File: config.mk
export PLATFORM = sky130hd
export DESIGN_NAME = rr_chan_mux_flat
export DESIGN_NICKNAME = d
export VERILOG_FILES = /design/src/rtl/rr_chan_mux_pkg.sv /design/src/rtl/rr_chan_mux_if.sv /design/src/rtl/rr_arbiter.sv /design/src/rtl/rr_chan_mux.sv /design/src/flat_wrapper.sv
export SDC_FILE = /design/constraint.sdc
export NUM_CORES = 1
export LEC_CHECK = 0
export BUFFER_PORTS_ARGS = -buffer_cell sky130_fd_sc_hd__buf_2
export CAP_MARGIN = 0
export CORE_MARGIN = 3
export CORE_UTILIZATION = 46
export CTS_BUF_LIST = sky130_fd_sc_hd__clkbuf_8
export DETAILED_ROUTE_END_ITERATION = 8
export PLACE_DENSITY = 0.95
export SETUP_SLACK_MARGIN = 0.3
export SYNTH_ARGS = -nofsm -noshare
export SYNTH_HDL_FRONTEND = slang
export SYNTH_SLANG_ARGS = --single-unit
File: constraint.sdc
create_clock -name clk -period 2.51 [get_ports clk]
set_input_delay 0.251 -clock clk [delete_from_list [all_inputs] [get_ports clk]]
set_output_delay 0.251 -clock clk [all_outputs]
set_load 0.01 [all_outputs]
File: src/rtl/rr_chan_mux_pkg.sv
`default_nettype none
// ============================================================================
// Module   : rr_chan_mux_pkg
// Brief    : Shared defaults and helper functions for the round-robin
//            channel multiplexer (channel count/width defaults, tag-width
//            and even-parity helpers).
// Revision : 1.0 - initial release
// ============================================================================
package rr_chan_mux_pkg;

    localparam int c_num_ch_def = 4;
    localparam int c_data_w_def = 8;
    // Widest data word the parity helper accepts.
    localparam int c_par_max_w  = 64;

    // Channel tag width: clog2 of the channel count, never below one bit.
    function automatic int ch_width(input int n);
        if (n <= 1) begin
            return 1;
        end
        return $clog2(n);
    endfunction

    // Even parity bit of a (zero-extended) data word.
    function automatic logic even_parity(input logic [c_par_max_w-1:0] d);
        return ^d;
    endfunction

endpackage
`default_nettype wire

File: src/rtl/rr_chan_mux_if.sv
`default_nettype none
// ============================================================================
// Module   : rr_chan_mux_if
// Brief    : Bundle of the per-channel valid/ready inputs and the tagged
//            output stream of rr_chan_mux. The slave modport is the mux view.
// Macro    : RR_MUX_PARITY_EN adds the out_par signal.
// Revision : 1.0 - initial release
// ============================================================================
interface rr_chan_mux_if
    import rr_chan_mux_pkg::*;
#(
    parameter int NUM_CH = c_num_ch_def,
    parameter int DATA_W = c_data_w_def,
    parameter int CH_W   = ch_width(NUM_CH)
) ();

    logic [NUM_CH-1:0]        in_valid;
    logic [NUM_CH*DATA_W-1:0] in_data;
    logic [NUM_CH-1:0]        in_ready;
    logic                     out_valid;
    logic [DATA_W-1:0]        out_data;
    logic [CH_W-1:0]          out_ch;
    logic                     out_ready;
`ifdef RR_MUX_PARITY_EN
    logic                     out_par;
`endif

    // Mux side.
    modport slave (
        input  in_valid,
        input  in_data,
        output in_ready,
        output out_valid,
        output out_data,
        output out_ch,
        input  out_ready
`ifdef RR_MUX_PARITY_EN
        ,
        output out_par
`endif
    );

    // Producer/consumer side.
    modport master (
        output in_valid,
        output in_data,
        input  in_ready,
        input  out_valid,
        input  out_data,
        input  out_ch,
        output out_ready
`ifdef RR_MUX_PARITY_EN
        ,
        input  out_par
`endif
    );

endinterface
`default_nettype wire

File: src/rtl/rr_arbiter.sv
`default_nettype none
// ============================================================================
// Module   : rr_arbiter
// Brief    : Combinational round-robin picker. Searches from ptr+1 (mod
//            NUM_CH) for the first requesting channel; gnt is the gated
//            one-hot grant, gnt_idx/any describe the pick regardless of en.
// Revision : 1.0 - initial release
// ============================================================================
module rr_arbiter
    import rr_chan_mux_pkg::*;
#(
    parameter int NUM_CH = c_num_ch_def,
    parameter int CH_W   = ch_width(NUM_CH)
) (
    input  logic [NUM_CH-1:0] req,
    input  logic [CH_W-1:0]   ptr,
    input  logic              en,
    output logic [NUM_CH-1:0] gnt,
    output logic [CH_W-1:0]   gnt_idx,
    output logic              any
);

    logic [CH_W-1:0] w_cand;

    // Rotating priority search: the channel just after the last grant wins first.
    always_comb begin
        gnt     = '0;
        gnt_idx = '0;
        any     = 1'b0;
        w_cand  = '0;
        for (int k = 1; k <= NUM_CH; k++) begin
            w_cand = CH_W'((int'(ptr) + k) % NUM_CH);
            if (!any && req[w_cand]) begin
                any     = 1'b1;
                gnt_idx = w_cand;
            end
        end
        if (any && en) begin
            gnt = NUM_CH'(1) << gnt_idx;
        end
    end

endmodule
`default_nettype wire

File: src/rtl/rr_chan_mux.sv
`default_nettype none
// ============================================================================
// Module   : rr_chan_mux
// Brief    : NUM_CH-to-1 round-robin channel multiplexer with a registered,
//            channel-tagged output stream. Owns the last-grant pointer and
//            the output register slice.
// Macro    : RR_MUX_PARITY_EN adds a registered even-parity bit (out_par).
// Revision : 1.0 - initial release
// ============================================================================
module rr_chan_mux
    import rr_chan_mux_pkg::*;
#(
    parameter int NUM_CH = c_num_ch_def,
    parameter int DATA_W = c_data_w_def,
    parameter int CH_W   = ch_width(NUM_CH)
) (
    input  logic          clk,
    input  logic          rst,
    rr_chan_mux_if.slave  bus
);

    logic              w_load_en;
    logic              w_load;
    logic [NUM_CH-1:0] w_gnt;
    logic [CH_W-1:0]   w_gnt_idx;
    logic              w_any;
    logic [DATA_W-1:0] w_sel_data;

    logic [CH_W-1:0]   r_ptr;
    logic              r_out_valid;
    logic [DATA_W-1:0] r_out_data;
    logic [CH_W-1:0]   r_out_ch;

    // The slice can take a beat when empty or when its beat leaves this cycle.
    assign w_load_en = !r_out_valid || bus.out_ready;
    assign w_load    = w_load_en && w_any;

    rr_arbiter #(
        .NUM_CH (NUM_CH),
        .CH_W   (CH_W)
    ) u_arb (
        .req     (bus.in_valid),
        .ptr     (r_ptr),
        .en      (w_load_en),
        .gnt     (w_gnt),
        .gnt_idx (w_gnt_idx),
        .any     (w_any)
    );

    // No grant may be visible upstream while reset is held.
    assign bus.in_ready = rst ? '0 : w_gnt;

    // Pick the data word of the selected channel.
    always_comb begin
        w_sel_data = '0;
        for (int c = 0; c < NUM_CH; c++) begin
            if (w_gnt_idx == CH_W'(c)) begin
                w_sel_data = bus.in_data[c*DATA_W +: DATA_W];
            end
        end
    end

    // Last-grant pointer; a single channel needs no rotation state.
    generate
        if (NUM_CH == 1) begin : g_ptr_fixed
            assign r_ptr = '0;
        end else begin : g_ptr_reg
            // Remember the last granted channel so the next search starts after it.
            always_ff @(posedge clk or posedge rst) begin
                if (rst) begin
                    r_ptr <= CH_W'(NUM_CH - 1);
                end else if (w_load) begin
                    r_ptr <= w_gnt_idx;
                end
            end
        end
    endgenerate

    // Output slice: load on grant, empty when idle, hold under backpressure.
    always_ff @(posedge clk or posedge rst) begin
        if (rst) begin
            r_out_valid <= 1'b0;
            r_out_data  <= '0;
            r_out_ch    <= '0;
        end else if (w_load_en) begin
            if (w_any) begin
                r_out_valid <= 1'b1;
                r_out_data  <= w_sel_data;
                r_out_ch    <= w_gnt_idx;
            end else begin
                r_out_valid <= 1'b0;
            end
        end
    end

    assign bus.out_valid = r_out_valid;
    assign bus.out_data  = r_out_data;
    assign bus.out_ch    = r_out_ch;

`ifdef RR_MUX_PARITY_EN
    logic r_out_par;

    // Parity travels with the data word and holds with it.
    always_ff @(posedge clk or posedge rst) begin
        if (rst) begin
            r_out_par <= 1'b0;
        end else if (w_load) begin
            r_out_par <= even_parity(c_par_max_w'(w_sel_data));
        end
    end

    assign bus.out_par = r_out_par;
`endif

endmodule
`default_nettype wire
File: src/flat_wrapper.sv
// flat-port wrapper written by rule: the top's interface ports become plain ports
module rr_chan_mux_flat import rr_chan_mux_pkg::*;
#(
    parameter int NUM_CH = c_num_ch_def,
    parameter int DATA_W = c_data_w_def,
    parameter int CH_W   = ch_width(NUM_CH)
)
  (clk, rst, bus_in_valid, bus_in_data, bus_in_ready, bus_out_valid, bus_out_data, bus_out_ch, bus_out_ready);
  rr_chan_mux_if #(.NUM_CH(NUM_CH), .DATA_W(DATA_W), .CH_W(CH_W)) bus_i ();
  input  logic clk;
  input  logic rst;
  input wire logic [$bits(bus_i.in_valid)-1:0] bus_in_valid;
  input wire logic [$bits(bus_i.in_data)-1:0] bus_in_data;
  output wire logic [$bits(bus_i.in_ready)-1:0] bus_in_ready;
  output wire logic [$bits(bus_i.out_valid)-1:0] bus_out_valid;
  output wire logic [$bits(bus_i.out_data)-1:0] bus_out_data;
  output wire logic [$bits(bus_i.out_ch)-1:0] bus_out_ch;
  input wire logic [$bits(bus_i.out_ready)-1:0] bus_out_ready;
  assign bus_i.in_valid = bus_in_valid;
  assign bus_i.in_data = bus_in_data;
  assign bus_in_ready = bus_i.in_ready;
  assign bus_out_valid = bus_i.out_valid;
  assign bus_out_data = bus_i.out_data;
  assign bus_out_ch = bus_i.out_ch;
  assign bus_i.out_ready = bus_out_ready;
  rr_chan_mux #(.NUM_CH(NUM_CH), .DATA_W(DATA_W), .CH_W(CH_W)) u_core (.clk(clk), .rst(rst), .bus(bus_i));
endmodule
* Yosys cells after proc, flatten, opt, wreduce, memory -nomap -nowiden *
Index checks and enable logic that the tools add are counted.

storage, ports and cells
  register bits after elaboration = 13
  word-level logic and storage cells = 50

cells by class
  add/subtract/negate cells = 4
  magnitude comparators = 4
  equal/unequal tests = 3
  shifts and indexed selects = 1
  muxes and demuxes = 23
  reductions and logical operators = 11

operators by type and width
  kind                                                                   number
  8-bit 2-to-1 mux                                                       4
  2-bit by 3-bit < comparator with 1-bit output, second input constant   4
  1-bit 2-to-1 mux                                                       9
  1-bit binary-select mux with 2-bit select                              4
  2-bit 2-to-1 mux                                                       4
  4-bit 2-to-1 mux                                                       2
  2-bit by 1-bit adder with 2-bit output, second input constant          2
  2-bit adder, second input constant                                     2
  2-bit equality test, second input constant                             2
  1-bit logical AND                                                      4
  1-bit logical NOT                                                      4
  1-bit by 2-bit left shift with 4-bit output, first input constant      1
  2-bit by 1-bit equality test with 1-bit output, second input constant  1
  2-bit logical NOT                                                      1
  2-bit AND reduction                                                    1
  1-bit logical OR                                                       1

* Logic depth before layout (Yosys ltp) *
  depth in word-level cells = 18
  mapped depth = 7
  depth with buffers taken out = 5

* Hierarchy *
From an unflattened synthesis, not the netlist that was laid out.

second synthesis, totals
  cells, all modules = 63
  area, all modules = 852.1 um^2

modules (own cells, without submodules)
  module       times used  cells an instance  area each (um^2)  sequential area each (um^2)
  rr_chan_mux  1           44                 708.2             327.8
  rr_arbiter   1           19                 143.9             0.0

* Worst setup path after synthesis *
Ideal clock, no wire load.

  path kind = flip-flop to output port
  from = register u_core.r_ptr[1]
  to = output port bus_in_ready[0]
  arrival time = 1.537 ns
  data required time = 2.259 ns
  slack = 0.722 ns
  stages on the path, launching flop included = 6
  cell sequence = dfstp_2 buf_6 mux2i_1 o221a_4 buf_6 nor3b_1

on the way
  word-level cells in the longest chain between the ends = 16
  elaborated cells between the ends (all ways) = 30
  those cells by class = add/sub: 4; shift: 1; mux: 18; reduce/logical: 7

ends and longest elaborated chain
  element                                                                                  line                                RTL
  start: declaration                                                                       rr_chan_mux.sv:29                   logic [CH_W-1:0] r_ptr;
  start signal: assignment                                                                 rr_chan_mux.sv:71                   r_ptr <= CH_W'(NUM_CH - 1);
  start signal: assignment                                                                 rr_chan_mux.sv:73                   r_ptr <= w_gnt_idx;
  2-bit by 1-bit adder with 2-bit output                                                   rr_arbiter.sv:32                    w_cand = CH_W'((int'(ptr) + k) % NUM_CH);
  1-bit binary-select mux with 2-bit select                                                rr_arbiter.sv:33                    if (!any && req[w_cand]) begin
  1-bit 2-to-1 mux (implied by the code)                                                   rr_arbiter.sv:33
  1-bit 2-to-1 mux                                                                         rr_arbiter.sv:33
  1-bit logical NOT                                                                        rr_arbiter.sv:33
  1-bit logical AND                                                                        rr_arbiter.sv:33
  1-bit 2-to-1 mux                                                                         rr_arbiter.sv:33
  1-bit logical NOT                                                                        rr_arbiter.sv:33
  1-bit logical AND                                                                        rr_arbiter.sv:33
  1-bit 2-to-1 mux                                                                         rr_arbiter.sv:33
  1-bit logical NOT                                                                        rr_arbiter.sv:33
  1-bit logical AND                                                                        rr_arbiter.sv:33
  2-bit 2-to-1 mux / 1-bit 2-to-1 mux (equally long branches)                              rr_arbiter.sv:33
  1-bit by 2-bit left shift with 4-bit output / 1-bit logical AND (equally long branches)  rr_arbiter.sv:39, rr_arbiter.sv:38
  4-bit 2-to-1 mux (*)                                                                     rr_arbiter.sv:38                    if (any && en) begin
  4-bit 2-to-1 mux (*)                                                                     rr_chan_mux.sv:51                   assign bus.in_ready = rst ? '0 : w_gnt;
  end: declaration                                                                         flat_wrapper.sv:14                  output wire logic [$bits(bus_i.in_ready)-1:0] bus_in_ready;

Mark *: on every way between the ends. The rest lies on a longest branch, timed or not. The select of a mux whose other input is x is not followed.

* Worst setup path in the final report *
  from = register u_core.r_ptr[1]
  to = output port bus_in_ready[2]

Same word-level chain as after synthesis.

==> run metrics <==
CTS max path bufs=2; Min-Delay Path Class=in2async; TritonCTS clock tree=built; Synth Warn #=0; Hold Fails Final Rpt=0; Nets=176; post-CTS setup buffer count=0; clk_lat worst skew=0.25 ns; Residual DRC=0; dominant cell type by area after synthesis=dfrtp_1; TritonCTS Buffers=3; post-DR vias/cell=5.356; dpl hpwl=1.612 mm; commonest non-fill, non-tap cells in the layout=buf_2, nand2_1, mux2i_1, dfrtp_1, o221ai_1; Root Driver=clkbuf_8; grt ovf=0; Rel. slew slack=68.33%; Area contributors post-synth=dfrtp_1, mux2i_1, o221ai_1; Worst Path Required=2.26 ns; vias in the first global route=815; Pleak=0.0006143 uW; share of cells above drive strength 1=47.79%; n_diodes=0; Via Count=857; gr usage total=18.83%; sequential-to-total area share from yosys stat=38.93%; Synth Area per Inst=10.02 um2; commonest non-fill, non-tap cell in the layout=buf_2; PD cells=675.5 mW/mm2; placed cell count=155; number of synthesized register bits=13; synthesized instance count=84; Core Rows=14; wire length per cell=13.46 um; Netlist Area Pre-Place=842.1 um2; largest net degree at the start of global routing=23; Top FF cell, synth=dfrtp_1; internal power=508.8 uW; CP max-delay cell=dfstp_2; Area Growth Syn to Fin=35.22%; Mapped Nets=123; CP cell instances=mux2i_1 -> o221a_4 -> nor3b_1 -> buf_2; drt total wl=2.154 mm; H-tree depth=1; async set-reset flop share out of synthesis=100.0%; post-synth top area share=32.69%; crit path DAT=1.87 ns; run status=finished clean; FF-to-FF Start=u_core.r_ptr[1]; clock transition at the registers of the reported paths=0.05 ns; Initial Util=52.25%; iteration count of the initial detailed-routing pass=4; initial antenna violation count=0; startpoint types=flip-flop; Crit. Startpoint=u_core.r_ptr[1]; max-slew violations=0; first-pass GRT wire length=3.477 mm; Placer Congestion=0.6856; Non-Filler Instances=160; EDFF count, synth=0; Max stage delay on crit path=0.59 ns; Max Clk Rate=470.5 MHz; unrepaired setup endpoints after global routing=false; hold buffer count at CTS=0; Placeable Area=0.001612 mm2; Filler cells=134; fin crit share=84.67%; setup violators final=0; critical-path maximum fanout=11; die area=0.002380 mm2; VDD IR max=356.2 uV; Die Wd=48.79 um; Final ANT Viol Nets=0; Reg power frac=38.7%; CP Class=reg2out; setup TNS=0 ns; Net Sw Frac=33.85%; Die Y=48.79 um; I/O pin count=54; max cap viols=0; PortBufs=53; crit end category=output pin; Worst Max-Slew Pin Slew=0.4746 ns; switching power=260.4 uW; minimum clock period=2.125 ns; Gate power share=37.5%; CTS sink count=13; initial drt markers=16; Clk pwr share=23.8%; final setup skew=0.002403 ns; library cells used by synthesis=20
[per-layer routing]
layer	vias to the layer above	track usage, %	wire length (um)
met5	-	0	0
met4	0	9.953	44
met3	5	7.645	235
met2	43	31.67	1015
met1	397	20.08	859
li1	412	-	-
[cells in the mapped netlist (2+ instances only)]
library cell,n
inv_1,3
nand2b_1,2
mux2i_1,17
dfstp_2,2
a21oi_1,4
buf_6,2
nand2_1,17
nor3b_1,2
buf_2,3
nor2_1,3
a21oi_2,2
dfrtp_1,11
o221ai_1,8
nor3_1,2
[sequential cells by signal, indices dropped and copies added, names as in the netlist]
register,count
u_core.r_ptr,2
u_core.bus.out_data,8
u_core.bus.out_valid,1
u_core.bus.out_ch,2
[worst max-delay path: cells and delay by family (launching register included)]
kind / cells / cell delay, ns
flops: 1 / 0.59
simple gates: 1 / 0.21
mux: 1 / 0.30
compound gates: 1 / 0.36
buf+inv: 1 / 0.16
[stage by stage]
step	area, um2	power (uW)	setup WS (ns)	utilization [%]	hold WS [ns]
floorplan	842.1	502.1	0.7221	-	0.1265
global placement	1080	567.4	0.6751	67.00	0.3213
detailed placement	1080	581.0	0.5887	67.00	0.3297
CTS	1125	766.3	0.3187	69.80	0.06239
global route	1139	813.9	0.3066	70.65	0.09150
finish	1139	769.2	0.3847	70.65	0.05030
[cell families (layout without fill, tap and decap cells)]
group                  count (synthesis)  in the layout  synth area share (%)
buffers and inverters                  9             60                 8.172
flip-flops                            13             13                 38.93
AO/OA/AOI/OAI                         17             18                 16.79
multiplexers                          17             17                 20.21
AND/OR/NAND/NOR                       28             28                 15.90
[power groups by stage]
| stage | combinational [uW] | clock, uW | sequential [uW] |
|---|---|---|---|
| after floorplan | 190 | 0 | 312 |
| after global placement | 271 | 0 | 297 |
| after detailed placement | 283 | 0 | 298 |
| after CTS | 283 | 187 | 296 |
| after global routing | 317 | 193 | 304 |
| final | 288 | 183 | 298 |
[what timing repair did]
item	4_1_cts	5_1_grt
endpoints found under the setup margin	0	3
gates resized for setup	0	1
hold endpoints to repair	0	0
[final cells by class]
class / instances / area [um2] / area share, %
clock buffers: 3 / 41.29 / 3.626
clock inverters: 1 / 3.754 / 0.3297
inverters: 3 / 11.26 / 0.9890
multi-input cells: 63 / 459.2 / 40.33
flip-flops and latches: 13 / 327.8 / 28.79
well taps: 24 / 30.03 / 2.637
repair buffers: 53 / 265.3 / 23.30
[worst paths after layout]
path	to	slack (ns)	cells past startpoint
min	u_core.bus.out_data[5]	0.05	2
min in group clk	u_core.bus.out_valid	0.27	4
max in group asynchronous	u_core.r_ptr[1]	2.11	2
min reg2reg	u_core.bus.out_data[5]	0.48	2
max reg2reg	u_core.bus.out_data[7]	0.64	4
max	bus_in_ready[2]	0.38	4
(Power assumes the default switching activity.)
